===== src/rtl/timer_pkg.sv =====
// timer_pkg: shared state encoding and BCD limits for the countdown timer
package timer_pkg;
  typedef enum logic [1:0] {IDLE, RUN, PAUSE, DONE} state_t;
  localparam int BCD_W = 4;
  localparam int SEC_TENS_MAX = 5;
  localparam int DIGIT_MAX = 9;
  localparam int ALARM_SECS = 3;
endpackage


===== src/rtl/bcd_digit_down.sv =====
// bcd_digit_down: one loadable BCD down-counting digit that wraps 0->MAX and flags a borrow
module bcd_digit_down
  import timer_pkg::*;
#(
  parameter logic [BCD_W-1:0] MAX = BCD_W'(DIGIT_MAX)
) (
  input  logic             clk,
  input  logic             rst,
  input  logic             dec_en,
  input  logic             load,
  input  logic [BCD_W-1:0] load_val,
  output logic [BCD_W-1:0] val,
  output logic             borrow
);
  logic [BCD_W-1:0] val_q, val_d;
  // load clamps out-of-range values to MAX; decrement wraps 0 to MAX
  always_comb
    val_d = load ? ((load_val > MAX) ? MAX : load_val)
          : dec_en ? ((val_q == '0) ? MAX : val_q - 1'b1) : val_q;
  // digit register
  always_ff @(posedge clk)
    if (rst) val_q <= '0;
    else val_q <= val_d;
  assign val = val_q;
  assign borrow = dec_en && (val_q == '0);
endmodule


===== src/rtl/tick_countdown_timer.sv =====
// tick_countdown_timer: BCD mm:ss countdown paced by tick_in; optional alarm via TIMER_ALARM_EN
module tick_countdown_timer
  import timer_pkg::*;
#(
  parameter int TICKS_PER_SEC = 100
) (
  input  logic             clk,
  input  logic             rst,
  input  logic             tick_in,
  input  logic             load,
  input  logic [BCD_W-1:0] min_t,
  input  logic [BCD_W-1:0] min_o,
  input  logic [BCD_W-1:0] sec_t,
  input  logic [BCD_W-1:0] sec_o,
  input  logic             start,
  input  logic             pause,
  input  logic             clear,
  output logic [BCD_W-1:0] cur_min_t,
  output logic [BCD_W-1:0] cur_min_o,
  output logic [BCD_W-1:0] cur_sec_t,
  output logic [BCD_W-1:0] cur_sec_o,
  output logic             running,
  output logic             done
`ifdef TIMER_ALARM_EN
  ,
  output logic             alarm
`endif
);
  localparam int PW = (TICKS_PER_SEC > 1) ? $clog2(TICKS_PER_SEC) : 1;
  localparam logic [PW-1:0] PRE_MAX = PW'(TICKS_PER_SEC - 1);
  state_t state_q, state_d;
  logic [PW-1:0] pre_q, pre_d;
  logic done_q, done_d, running_q;
  logic dig_load, dec, time_zero, time_one, can_load, do_start, do_pause, sec_tick, alarm_run;
  logic b_so, b_st, b_mo, unused_borrow;
  assign time_zero = {cur_min_t, cur_min_o, cur_sec_t, cur_sec_o} == 16'h0000;
  assign time_one = {cur_min_t, cur_min_o, cur_sec_t, cur_sec_o} == 16'h0001;
  assign can_load = load && (state_q != RUN);
  assign do_start = start && (state_q == IDLE || state_q == PAUSE);
  assign do_pause = pause && (state_q == RUN);
  assign sec_tick = tick_in && (pre_q == PRE_MAX);
  assign dig_load = clear || can_load;
  // next state, prescaler and done pulse; earlier branches win over later ones
  always_comb begin
    state_d = state_q;
    pre_d = pre_q;
    done_d = 1'b0;
    dec = 1'b0;
    if (clear) begin
      state_d = IDLE;
      pre_d = '0;
    end else if (can_load) begin
      state_d = (state_q == DONE) ? IDLE : state_q;
      pre_d = '0;
    end else if (do_start) begin
      state_d = time_zero ? DONE : RUN;
      done_d = time_zero;
      pre_d = time_zero ? '0 : pre_q;
    end else if (do_pause) begin
      state_d = PAUSE;
    end else if (tick_in && (state_q == RUN || alarm_run)) begin
      pre_d = sec_tick ? '0 : pre_q + 1'b1;
      dec = sec_tick && (state_q == RUN);
      state_d = (dec && time_one) ? DONE : state_q;
      done_d = dec && time_one;
    end
  end
  // control registers; running follows the next state so it drops as done rises
  always_ff @(posedge clk)
    if (rst) begin
      state_q <= IDLE;
      pre_q <= '0;
      done_q <= 1'b0;
      running_q <= 1'b0;
    end else begin
      state_q <= state_d;
      pre_q <= pre_d;
      done_q <= done_d;
      running_q <= (state_d == RUN);
    end
  assign running = running_q;
  assign done = done_q;
  bcd_digit_down #(.MAX(BCD_W'(DIGIT_MAX))) u_sec_o (
    .clk(clk), .rst(rst), .dec_en(dec), .load(dig_load),
    .load_val(clear ? '0 : sec_o), .val(cur_sec_o), .borrow(b_so)
  );
  bcd_digit_down #(.MAX(BCD_W'(SEC_TENS_MAX))) u_sec_t (
    .clk(clk), .rst(rst), .dec_en(b_so), .load(dig_load),
    .load_val(clear ? '0 : sec_t), .val(cur_sec_t), .borrow(b_st)
  );
  bcd_digit_down #(.MAX(BCD_W'(DIGIT_MAX))) u_min_o (
    .clk(clk), .rst(rst), .dec_en(b_st), .load(dig_load),
    .load_val(clear ? '0 : min_o), .val(cur_min_o), .borrow(b_mo)
  );
  bcd_digit_down #(.MAX(BCD_W'(DIGIT_MAX))) u_min_t (
    .clk(clk), .rst(rst), .dec_en(b_mo), .load(dig_load),
    .load_val(clear ? '0 : min_t), .val(cur_min_t), .borrow(unused_borrow)
  );
`ifdef TIMER_ALARM_EN
  logic alarm_q, alarm_d;
  logic [1:0] asec_q, asec_d;
  assign alarm_run = alarm_q && (state_q == DONE);
  // alarm raised with done, held for ALARM_SECS prescaler seconds, dropped by clear or load
  always_comb begin
    alarm_d = alarm_q;
    asec_d = asec_q;
    if (clear || can_load) begin
      alarm_d = 1'b0;
      asec_d = '0;
    end else if (done_d) begin
      alarm_d = 1'b1;
      asec_d = '0;
    end else if (alarm_run && sec_tick) begin
      asec_d = asec_q + 1'b1;
      alarm_d = asec_q != 2'(ALARM_SECS - 1);
    end
  end
  // alarm registers
  always_ff @(posedge clk)
    if (rst) begin
      alarm_q <= 1'b0;
      asec_q <= '0;
    end else begin
      alarm_q <= alarm_d;
      asec_q <= asec_d;
    end
  assign alarm = alarm_q;
`else
  assign alarm_run = 1'b0;
`endif
endmodule


===== config.mk =====
export PLATFORM = sky130hd
export DESIGN_NAME = tick_countdown_timer
export DESIGN_NICKNAME = d
export VERILOG_FILES = /design/src/rtl/timer_pkg.sv /design/src/rtl/bcd_digit_down.sv /design/src/rtl/tick_countdown_timer.sv
export SDC_FILE = /design/constraint.sdc
export NUM_CORES = 1
export LEC_CHECK = 0
export CAP_MARGIN = 20
export CORE_MARGIN = 2
export CORE_UTILIZATION = 60
export CTS_CLUSTER_DIAMETER = 60
export DETAILED_ROUTE_END_ITERATION = 10
export DONT_BUFFER_PORTS = 1
export GPL_TIMING_DRIVEN = 0
export MAX_ROUTING_LAYER = met4
export PLACE_DENSITY = 0.76
export SYNTH_ARGS = -nofsm -noshare
export SYNTH_HDL_FRONTEND = slang
export SYNTH_HIERARCHICAL = 1
export SYNTH_SLANG_ARGS = --single-unit
export TNS_END_PERCENT = 10

===== constraint.sdc =====
create_clock -name clk -period 5.4 [get_ports clk]
set_clock_uncertainty 0.2 [all_clocks]
set_input_delay 0.54 -clock clk [delete_from_list [all_inputs] [get_ports clk]]
set_output_delay 0.54 -clock clk [all_outputs]
set_load 0.05 [all_outputs]

==> results.sh <==
export IMPL_status="finished, final reports clean"
export IMPL_drt_iter0_drc=65
export IMPL_critPathLaunchType="flop"
export IMPL_grt_max_degree=23
export IMPL_die_h_um=57.1
export IMPL_finalCritPeriodShare_pct=88.7
export IMPL_wl_per_cell_um=15.9
export IMPL_synth_distinct_cells=52
export IMPL_syn_area_per_cell_um2=8.47
export IMPL_synth_edf_count=0
export IMPL_n_antenna_cell=0
export IMPL_cts_hold_buf=0
export IMPL_grt_pass1_wl_um=6310
export IMPL_maxCapViolations=0
export IMPL_die_area_um2=3260
export IMPL_netlist_instances=200
export IMPL_grt_ovfl_total=0
export IMPL_placed_cell_area_um2=1730
export IMPL_slew_headroom_pct=43.2
export IMPL_fin_hold_ws_ns=0.0593
export IMPL_synth_top_area_share_pct=31.9
export IMPL_ios=41
export IMPL_required_ns=5.45
export IMPL_synth_xor_xnor_area_share_pct=2.58
export IMPL_ys_warn_count=6
export IMPL_post_cts_resize_count=0
export IMPL_drive_above_1_share_pct=10.8
export IMPL_synth_area_leader_cell="dfxtp_1"
export IMPL_first_pass_iters=4
export IMPL_reg2reg_slack_ns=0.61
export IMPL_fin_area_um2=1760
export IMPL_multi_input_area_um2=1080
export IMPL_seq_area_frac_synth_pct=31.9
export IMPL_regToRegStartpoint="pre_q[2]"
export IMPL_ys_seq_elements=27
export IMPL_post_dp_hpwl_um=2790
export IMPL_hold_path_startpoint="rst"
export IMPL_path_max_fanout=5
export IMPL_vdd_drop_max_mv=0.148
export IMPL_htreeDepth=1
export IMPL_clockBufferDepth=2
export IMPL_power_w=0.000386
export IMPL_cts_root_buf="clkbuf_4"
export IMPL_syn_nets=224
export IMPL_path_class="reg2reg"
export IMPL_synthArstFlopShare_pct=0
export IMPL_rows=19
export IMPL_hp_class="in2reg"
export IMPL_drc=0
export IMPL_cp_arrival_ns=4.83
export IMPL_portBuffers=0
export IMPL_synth_area_top_cells="dfxtp_1 32%, nor2b_1 6.3%, a21oi_1 3.8%, a221oi_2 3.5%, nand2_1 3.3%"
export IMPL_antenna_found_initial=0
export IMPL_timing_fmax_ghz=0.209
export IMPL_cts_tree="done"
export IMPL_setup_viol=0
export IMPL_synth_compound_area_share_pct=25.9
export IMPL_finalHoldViolCount=0
export IMPL_vias=1569
export IMPL_start_util_pct=62.5
export IMPL_cp_startpoint="pre_q[2]"
export IMPL_nNetsFinal=229
export IMPL_rr_worst_depth=12
export IMPL_synth_mux_area_share_pct=0
export IMPL_p_leak_nw=0.594
export IMPL_syn_area_um2=1690
export IMPL_synth_fa_ha_area_share_pct=0.739
export IMPL_cts_sinks=27
export IMPL_vias_per_cell=6.68
export IMPL_fin_tns_setup_ns=0
export IMPL_wirelength_um=3740
export IMPL_area_growth_synth_to_final_pct=3.91
export IMPL_cts_setup_buffers=0
export IMPL_grt_pass1_vias=1497
export IMPL_rsz0062_at_grt="no"
export IMPL_worstSetupEndpoint="u_min_t/val[1]"
export IMPL_yosys_area_share_simple_pct=34.8
export IMPL_tightest_slew_ns=0.844
export IMPL_antenna_left=0
export IMPL_synth_top_family_by_area="simple AND/OR/NAND/NOR gates"
export IMPL_worst_setup_path_end_kind="flop"
export IMPL_fp_dieW_um=57.1
export IMPL_gp_congestion=0.839
export IMPL_fin_util_pct=65.0
export IMPL_regArea_um2=541
export IMPL_clkLatencyLatePin_ns=0.32
export IMPL_maxSlewViolCount=0
export IMPL_n_fill_cell=246
export IMPL_powerDensity_nw_per_um2=219
export IMPL_synth_main_ff_cell="dfxtp_1"
export IMPL_grt_usage_pct=24.7
export IMPL_clk_pin_slew_ns=0.15
export IMPL_r2r_end="u_min_t/val[1]"
export IMPL_period_needed_ns=4.79
export IMPL_core_um2=2710
export IMPL_cts_made_buffers=3
report_power, final:
part	internal (W)	switching, W
Clock	0.0000277	0.0000596
Combinational	0.0000236	0.0000268
Sequential	0.000207	0.0000407
critical path, stage by stage, from the launching register on:
cell and delay [ns]:
dfxtp_1 0.40, nor4b_4 0.37, nand4_1 0.20, nor4_1 0.60
nand2b_4 0.09, nor4_1 0.54, nor4b_2 0.41, nor2b_1 0.40
nand2b_4 0.09, nor4_1 0.65, nor3b_2 0.37, o21ai_1 0.13
a221oi_2 0.25
synth_stat cells, types with 3 or more instances:
cell / instances
nor2_1: 13
a21oi_1: 13
nand4b_1: 3
nand3_1: 3
nor3b_2: 3
nor4_1: 7
nand2b_1: 4
nand2_1: 15
o21ai_0: 5
o31a_1: 6
buf_2: 4
a221oi_2: 4
nand4_1: 6
a311oi_1: 4
o211ai_1: 4
xor2_1: 4
a211oi_1: 3
nor2b_1: 17
inv_1: 11
nand2b_4: 3
o21ai_1: 5
o22ai_1: 3
dfxtp_1: 27
worst min path at each step:
stage	endpoint	slack, ns	depth (start not counted)
floorplan	pre_q[1]	0.26	2
finish	u_sec_o/val[1]	0.06	1
detailed placement	pre_q[1]	0.30	2
global placement	pre_q[1]	0.27	2
global route	u_sec_o/val[1]	0.03	1
CTS	u_sec_o/val[1]	0.05	1
layer usage:
| metal | GRT usage (%) | part of all wire [%] | vias up |
|---|---|---|---|
| li1 | - | - | 765 |
| met1 | 30.2 | 44 | 754 |
| met2 | 40.7 | 49 | 46 |
| met3 | 3.63 | 5.6 | 4 |
| met4 | 10.3 | 1.0 | 0 |
| met5 | - | 0 | - |
flip-flops by register name, summed over array words and instances (netlist names):
signal	cells
done	1
pre_q	7
running	1
state_q	2
u_min_o/val	4
u_min_t/val	4
u_sec_o/val	4
u_sec_t/val	4
cell type report:
| class | count | area share, % |
|---|---|---|
| multi-input cells | 156 | 61.6 |
| plain buffers | 6 | 1.56 |
| clock inverters | 1 | 0.284 |
| inverters | 11 | 2.35 |
| flip-flops and latches | 27 | 30.7 |
| clock buffers | 3 | 1.28 |
| well taps | 31 | 2.20 |
per-stage QoR:
stage                     setup WS (ns)  std cells
after floorplan                    1.11        200
after global placement            0.406        231
after detailed placement          0.331        231
after CTS                         0.625        235
after global routing              0.219        235
final                             0.611        235
placed cells by master, fill, tap and decap left out, types with 3 or more instances in the layout:
| cell | n |
|---|---|
| clkbuf_4 | 3 |
| nand4_1 | 6 |
| nor4_1 | 7 |
| inv_1 | 11 |
| o31a_1 | 6 |
| nor2_1 | 13 |
| o211ai_1 | 4 |
| nor3b_2 | 3 |
| nand2b_1 | 4 |
| dfxtp_1 | 27 |
| a21oi_1 | 13 |
| nand2_1 | 15 |
| o22ai_1 | 3 |
| xor2_1 | 4 |
| nor2b_1 | 17 |
| a211oi_1 | 3 |
| nand3_1 | 3 |
| o21ai_0 | 5 |
| a311oi_1 | 4 |
| buf_2 | 4 |
| nand2b_4 | 3 |
| o21ai_1 | 5 |
| a221oi_2 | 4 |
| nand4b_1 | 3 |
cell families (layout without fill, tap and decap cells):
family	count (synthesis)	count (layout)
AND/OR/NAND/NOR	91	91
AO/OA/AOI/OAI	59	59
flip-flops	27	27
buffers and inverters	17	21
XOR/XNOR	5	5
adder cells (fa/ha/maj)	1	1
Note: power is estimated with default switching activity, not from simulation.
